## src/rtl/axis_result_packer.sv

```systemverilog
// Packs C_ITEM_WIDTH items from an FWFT FIFO into AXI-Stream beats of K items.
// The beat is flagged tlast when it carries the run's final item.

module axis_result_packer_lane #(
  parameter int W = 128
) (
  input  logic         clk,
  input  logic         rst_n,
  input  logic         wr,
  input  logic         clr,
  input  logic [W-1:0] item,
  output logic [W-1:0] q
);
  always_ff @(posedge clk or negedge rst_n) begin
    if (!rst_n)   q <= '0;
    else if (wr)  q <= item;
    else if (clr) q <= '0;
  end
endmodule

module axis_result_packer #(
  parameter int C_AXIS_TDATA_WIDTH = 512,
  parameter int C_ITEM_WIDTH       = 128,
  parameter int C_LEN_WIDTH        = 32
) (
  input  logic                            m_axis_aclk,
  input  logic                            m_axis_aresetn,
  input  logic                            i_start,
  input  logic [C_LEN_WIDTH-1:0]          i_total_items,
  input  logic                            i_item_valid,
  input  logic [C_ITEM_WIDTH-1:0]         i_item,
  output logic                            o_item_deq,
  output logic                            m_axis_tvalid,
  input  logic                            m_axis_tready,
  output logic [C_AXIS_TDATA_WIDTH-1:0]   m_axis_tdata,
  output logic [C_AXIS_TDATA_WIDTH/8-1:0] m_axis_tkeep,
  output logic                            m_axis_tlast,
  output logic                            o_busy,
  output logic                            o_done
);
  localparam int K  = C_AXIS_TDATA_WIDTH / C_ITEM_WIDTH;
  localparam int CW = $clog2(K + 1);
  localparam int KB = C_ITEM_WIDTH / 8;

  typedef enum logic [1:0] {IDLE, RUN, DONE} state_t;
  state_t state;

  logic [C_LEN_WIDTH-1:0]         rem, rem_m;
  logic [CW-1:0]                  pack_cnt, cnt_m;
  logic [K-1:0][C_ITEM_WIDTH-1:0] pack_q, beat_data;
  logic [K-1:0][KB-1:0]           beat_keep;
  logic [K-1:0]                   lane_ins, lane_wr;
  logic out_free, pack_full, deq, ins, xfer, beat_last;

  assign out_free  = !m_axis_tvalid || m_axis_tready;
  assign pack_full = (pack_cnt == CW'(K));
  assign deq       = (state == RUN) && i_item_valid && (rem != '0) && (!pack_full || out_free);
  assign ins       = deq && !pack_full;
  assign rem_m     = rem - C_LEN_WIDTH'(deq);
  assign cnt_m     = pack_cnt + CW'(ins);
  // The incoming item merges into the outgoing beat in the same cycle, so a
  // beat reaches the output register the edge its K-th item is popped.
  assign xfer      = (state == RUN) && out_free &&
                     ((cnt_m == CW'(K)) || ((cnt_m != '0) && (rem_m == '0)));
  // A full pack moving out while a new item pops: that item starts the next beat.
  assign beat_last = pack_full ? (rem == '0) : (rem_m == '0);
  assign o_item_deq = deq;

  for (genvar j = 0; j < K; j++) begin : g_lane
    assign lane_ins[j]  = ins && (pack_cnt == CW'(j));
    assign lane_wr[j]   = (lane_ins[j] && !xfer) || (deq && pack_full && (j == 0));
    assign beat_data[j] = lane_ins[j] ? i_item : pack_q[j];
    assign beat_keep[j] = {KB{CW'(j) < cnt_m}};

    axis_result_packer_lane #(.W(C_ITEM_WIDTH)) u_lane (
      .clk  (m_axis_aclk),
      .rst_n(m_axis_aresetn),
      .wr   (lane_wr[j]),
      .clr  (xfer),
      .item (i_item),
      .q    (pack_q[j])
    );
  end

  always_ff @(posedge m_axis_aclk or negedge m_axis_aresetn) begin
    if (!m_axis_aresetn) begin
      m_axis_tvalid <= 1'b0;
      m_axis_tdata  <= '0;
      m_axis_tkeep  <= '0;
      m_axis_tlast  <= 1'b0;
      pack_cnt      <= '0;
    end else begin
      if (xfer) begin
        m_axis_tvalid <= 1'b1;
        m_axis_tdata  <= beat_data;
        m_axis_tkeep  <= beat_keep;
        m_axis_tlast  <= beat_last;
      end else if (m_axis_tready) begin
        m_axis_tvalid <= 1'b0;
        m_axis_tlast  <= 1'b0;
      end
      if (xfer) pack_cnt <= (deq && pack_full) ? CW'(1) : '0;
      else      pack_cnt <= cnt_m;
    end
  end

  always_ff @(posedge m_axis_aclk or negedge m_axis_aresetn) begin
    if (!m_axis_aresetn) begin
      state  <= IDLE;
      rem    <= '0;
      o_busy <= 1'b0;
      o_done <= 1'b0;
    end else begin
      case (state)
        IDLE: if (i_start) begin
          rem    <= i_total_items;
          o_busy <= 1'b1;
          if (i_total_items != '0) begin
            state <= RUN;
          end else begin
            state  <= DONE;
            o_done <= 1'b1;
          end
        end
        RUN: begin
          rem <= rem_m;
          if (m_axis_tvalid && m_axis_tready && m_axis_tlast) begin
            state  <= DONE;
            o_done <= 1'b1;
          end
        end
        DONE: begin
          state  <= IDLE;
          o_busy <= 1'b0;
          o_done <= 1'b0;
        end
        default: state <= IDLE;
      endcase
    end
  end
endmodule

```

## config.mk

```make
export PLATFORM = sky130hd
export DESIGN_NAME = axis_result_packer
export DESIGN_NICKNAME = d
export VERILOG_FILES = /design/src/rtl/axis_result_packer.sv
export SDC_FILE = /design/constraint.sdc
export NUM_CORES = 2
export LEC_CHECK = 0
export CAP_MARGIN = 30
export CORE_ASPECT_RATIO = 0.75
export CORE_UTILIZATION = 46
export CTS_CLUSTER_SIZE = 30
export DETAILED_ROUTE_END_ITERATION = 16
export GPL_ROUTABILITY_DRIVEN = 0
export GPL_TIMING_DRIVEN = 1
export PLACE_DENSITY = 0.67
export REMOVE_ABC_BUFFERS = 1
export SETUP_SLACK_MARGIN = 0.2
export SLEW_MARGIN = 25
export SYNTH_ARGS = -nofsm -noshare
export SYNTH_HDL_FRONTEND = slang
export SYNTH_SLANG_ARGS = --single-unit
```

## constraint.sdc

```tcl
create_clock -name m_axis_aclk -period 6.4 [get_ports m_axis_aclk]
set_clock_uncertainty 0.15 [all_clocks]
set_input_delay 1.92 -clock m_axis_aclk [delete_from_list [all_inputs] [get_ports m_axis_aclk]]
set_output_delay 1.92 -clock m_axis_aclk [all_outputs]
set_load 0.05 [all_outputs]
```

==> flow_summary.toml <==
[status]
status = "finished clean"

[worst_setup_path]
cp_data_arrival_time_ns = 6.19
critPathRequiredTime_ns = 6.83
start_kind = "input port"
critPathMaxStageDelay_ns = 0.46
worstSetupEndpointType = "flop"
cpMaxStageDelayCell = "clkdlybuf4s50_1"
worstPathMaxFanout = 57
cp_cell_sequence = "clkdlybuf4s50_1 > nand3b_1 > or2_2 > a21oi_1 > ha_1 > ha_1 > nor4b_2 > buf_4 > nand4_1 > buf_4 > nor4_2 > xnor2_1 > nand4_1 > o22ai_4 > buf_12 > buf_12 > mux2_2"
setup.worst_path.class = "in -> reg"

[power]
max-vdd-ir-drop_mv = 0.474
p_total_uw = 37800
cellPowerDensity_nw_per_um2 = 623
leakagePower_uw = 0.0271

[clock_network]
htreeDepth = 3
root_buffer = "clkbuf_16"
hold_buffers = 0
cts.reportedPaths.clkPinSlew_ns = 0.06
postCtsSetupBuffers = 0
cts_buffers = 104
cts_tree = "built"
cts_buffer_depth = 3
cts.repair.resized = 0
clock-sinks = 1069
insertion_delay_ns = 0.70

[synth]
seq_area_frac_synth = 0.556
yosys_warnings = 0
synthCells = 4046
async_flop_share = 1.00
yosysUniqueCellTypes = 61
avgSynthCellArea_um2 = 11.9
synth_edf_count = 0
synth_ff_type = "dfrtp_1"
ys_ff_latch = 1069
syn_area_um2 = 48100

[floorplanning]
io_pins = 746
die-height_um = 282
dieArea_um2 = 106000
start_util = 0.465
fp-row-count = 102
coreArea_um2 = 103000
die_w_um = 375

[timing]
setup_tns_ns = 0
final_hold_viol_count = 0
tightest_slew_ns = 1.11
fin_crit_sh = 0.900
postLayoutSetupSlackWorst_ns = 0.643
maxSlewViolCount = 0
min_period_ns = 5.76
setup_viol = 0
fmax_ghz = 0.174
relSlewSlack = 0.263
grt_setup_unrepaired = "no"

[placed_design]
place_inst = 5914
post-place-ws_ns = 0.0216
io_buffers = 745
dp_hpwl_mm = 86.2

[global_routing]
grt_pass1_vias = 33200
antenna_found_initial = 1
grt-ovfl-total = 0
grt_usage = 0.244
grt_max_degree = 258
grt_pass1_wl_mm = 202

[detailed_routing]
route.detailed.drc = 0
dr_total_vias = 33400
ant_nets = 0
post_drt_wl_per_cell_um = 21.5
wirelength_mm = 131
drtIter0Drc = 2630
drt-vias-per-instance = 5.46
drt-pass1-iter-count = 7

[layout]
num-nets-final = 4839
utilization = 0.586
layout_common_cells = "dfrtp_1, clkdlybuf4s50_1, mux2_2"
fin_cells = 6107
register_area_um2 = 26800
fillers = 8437
layout_commonest_cell = "dfrtp_1"
drive_gt1_frac = 0.205
multi_input_area_um2 = 18500
area_growth_pct = 26.0

[worst_hold_path]
hp-class = "reg -> reg"

[flow_run]
max_cap_violations = 0
[metrics by stage]
stage	instance area [um2]	hold WS [ns]
final	60600	0.333
after global routing	60600	0.346
after CTS	60600	0.334
after detailed placement	57000	0.322
after global placement	56900	0.316
after floorplan	46100	0.321
[cells in the mapped netlist, drive strengths merged (2+ instances only)]
cell,count,area share
dfrtp,1069,0.56
mux2,646,0.15
inv,265,0.021
nor2b,263,0.034
mux2i,255,0.053
buf,222,0.029
nor2,164,0.013
o21ai,160,0.017
a21oi,157,0.016
nand2,153,0.012
clkbuf,143,0.011
and3,132,0.017
o2111ai,129,0.023
o211ai,128,0.020
nor4,20,0.0036
nor3,16,0.0017
a31oi,15,0.0020
o22a,14,0.0025
nand4,11,0.0019
a22oi,7,0.0011
or2,7,0.00091
nor4b,6,0.0014
nand2b,5,0.00065
nand3,5,0.00052
o22ai,5,0.00078
xnor2,5,0.00091
ha,4,0.0010
nor3b,4,0.00073
and2,3,0.00039
and3b,3,0.00055
o21ba,3,0.00062
o31a,3,0.00055
o31ai,3,0.00047
or4,3,0.00047
a32oi,2,0.00036
and4,2,0.00036
o21a,2,0.00031
[state kept, by name, indices dropped and copies added (netlist names)]
name / cells
rem: 32
o_done: 1
g_lane.u_lane.q: 512
m_axis_tlast: 1
o_busy: 1
pack_cnt: 3
m_axis_tvalid: 1
state: 2
m_axis_tkeep: 4
m_axis_tdata: 512
[area by class of cell]
class                           count  area share
Sequential cell                  1069       0.441
Multi-Input combinational cell   2347       0.305
Timing Repair Buffer              883       0.150
Clock buffer                      165      0.0522
Tap cell                         1352      0.0279
Inverter                          265      0.0164
Clock inverter                     25     0.00721
Antenna cell                        1   0.0000413
[worst paths after layout]
check                          startpoint                endpoint  slack, ns  cells after the start
setup / recovery             i_item_valid       m_axis_tdata[486]       0.64                     17
setup reg to reg                  rem[14]       m_axis_tdata[486]       1.01                     18
min in group asynchronous  m_axis_aresetn       m_axis_tdata[497]       0.91                      1
max in group asynchronous  m_axis_aresetn  g_lane[0].u_lane.q[46]       3.73                      3
hold / removal                     o_done                  o_done       0.33                      1
hold reg to reg                    o_done                  o_done       0.33                      1
[power breakdown]
part | switching (uW) | internal [uW]
registers | 1790 | 9880
clock network | 2690 | 3720
logic | 12200 | 7470
total | 16700 | 21100
[per-layer routing]
layer  GRT usage  part of all wire  vias up
met2       0.385              0.47      933
li1            -                 -    15300
met1       0.346              0.45    16900
met5           0          0.000099        -
met4      0.0650             0.024        2
met3      0.0465             0.053      188
[cell families after synthesis]
family	Yosys count	synth area share
DFF	1069	0.556
muxes	901	0.204
and+or+nand+nor	801	0.0899
AOI/OAI and AO/OA	636	0.0865
buffers and inverters	630	0.0611
xor gates and xnor gates	5	0.000911
adders and majority gates	4	0.00104
[worst max-delay path: cells and delay by family]
family          cells  cell delay (ns)
buf+inv             5             1.45
compound gates      2             0.55
xor+xnor            1             0.16
mux                 1             0.38
simple gates        6             1.24
fa+ha+maj           2             0.40
Note: power is estimated with default switching activity, not from simulation.
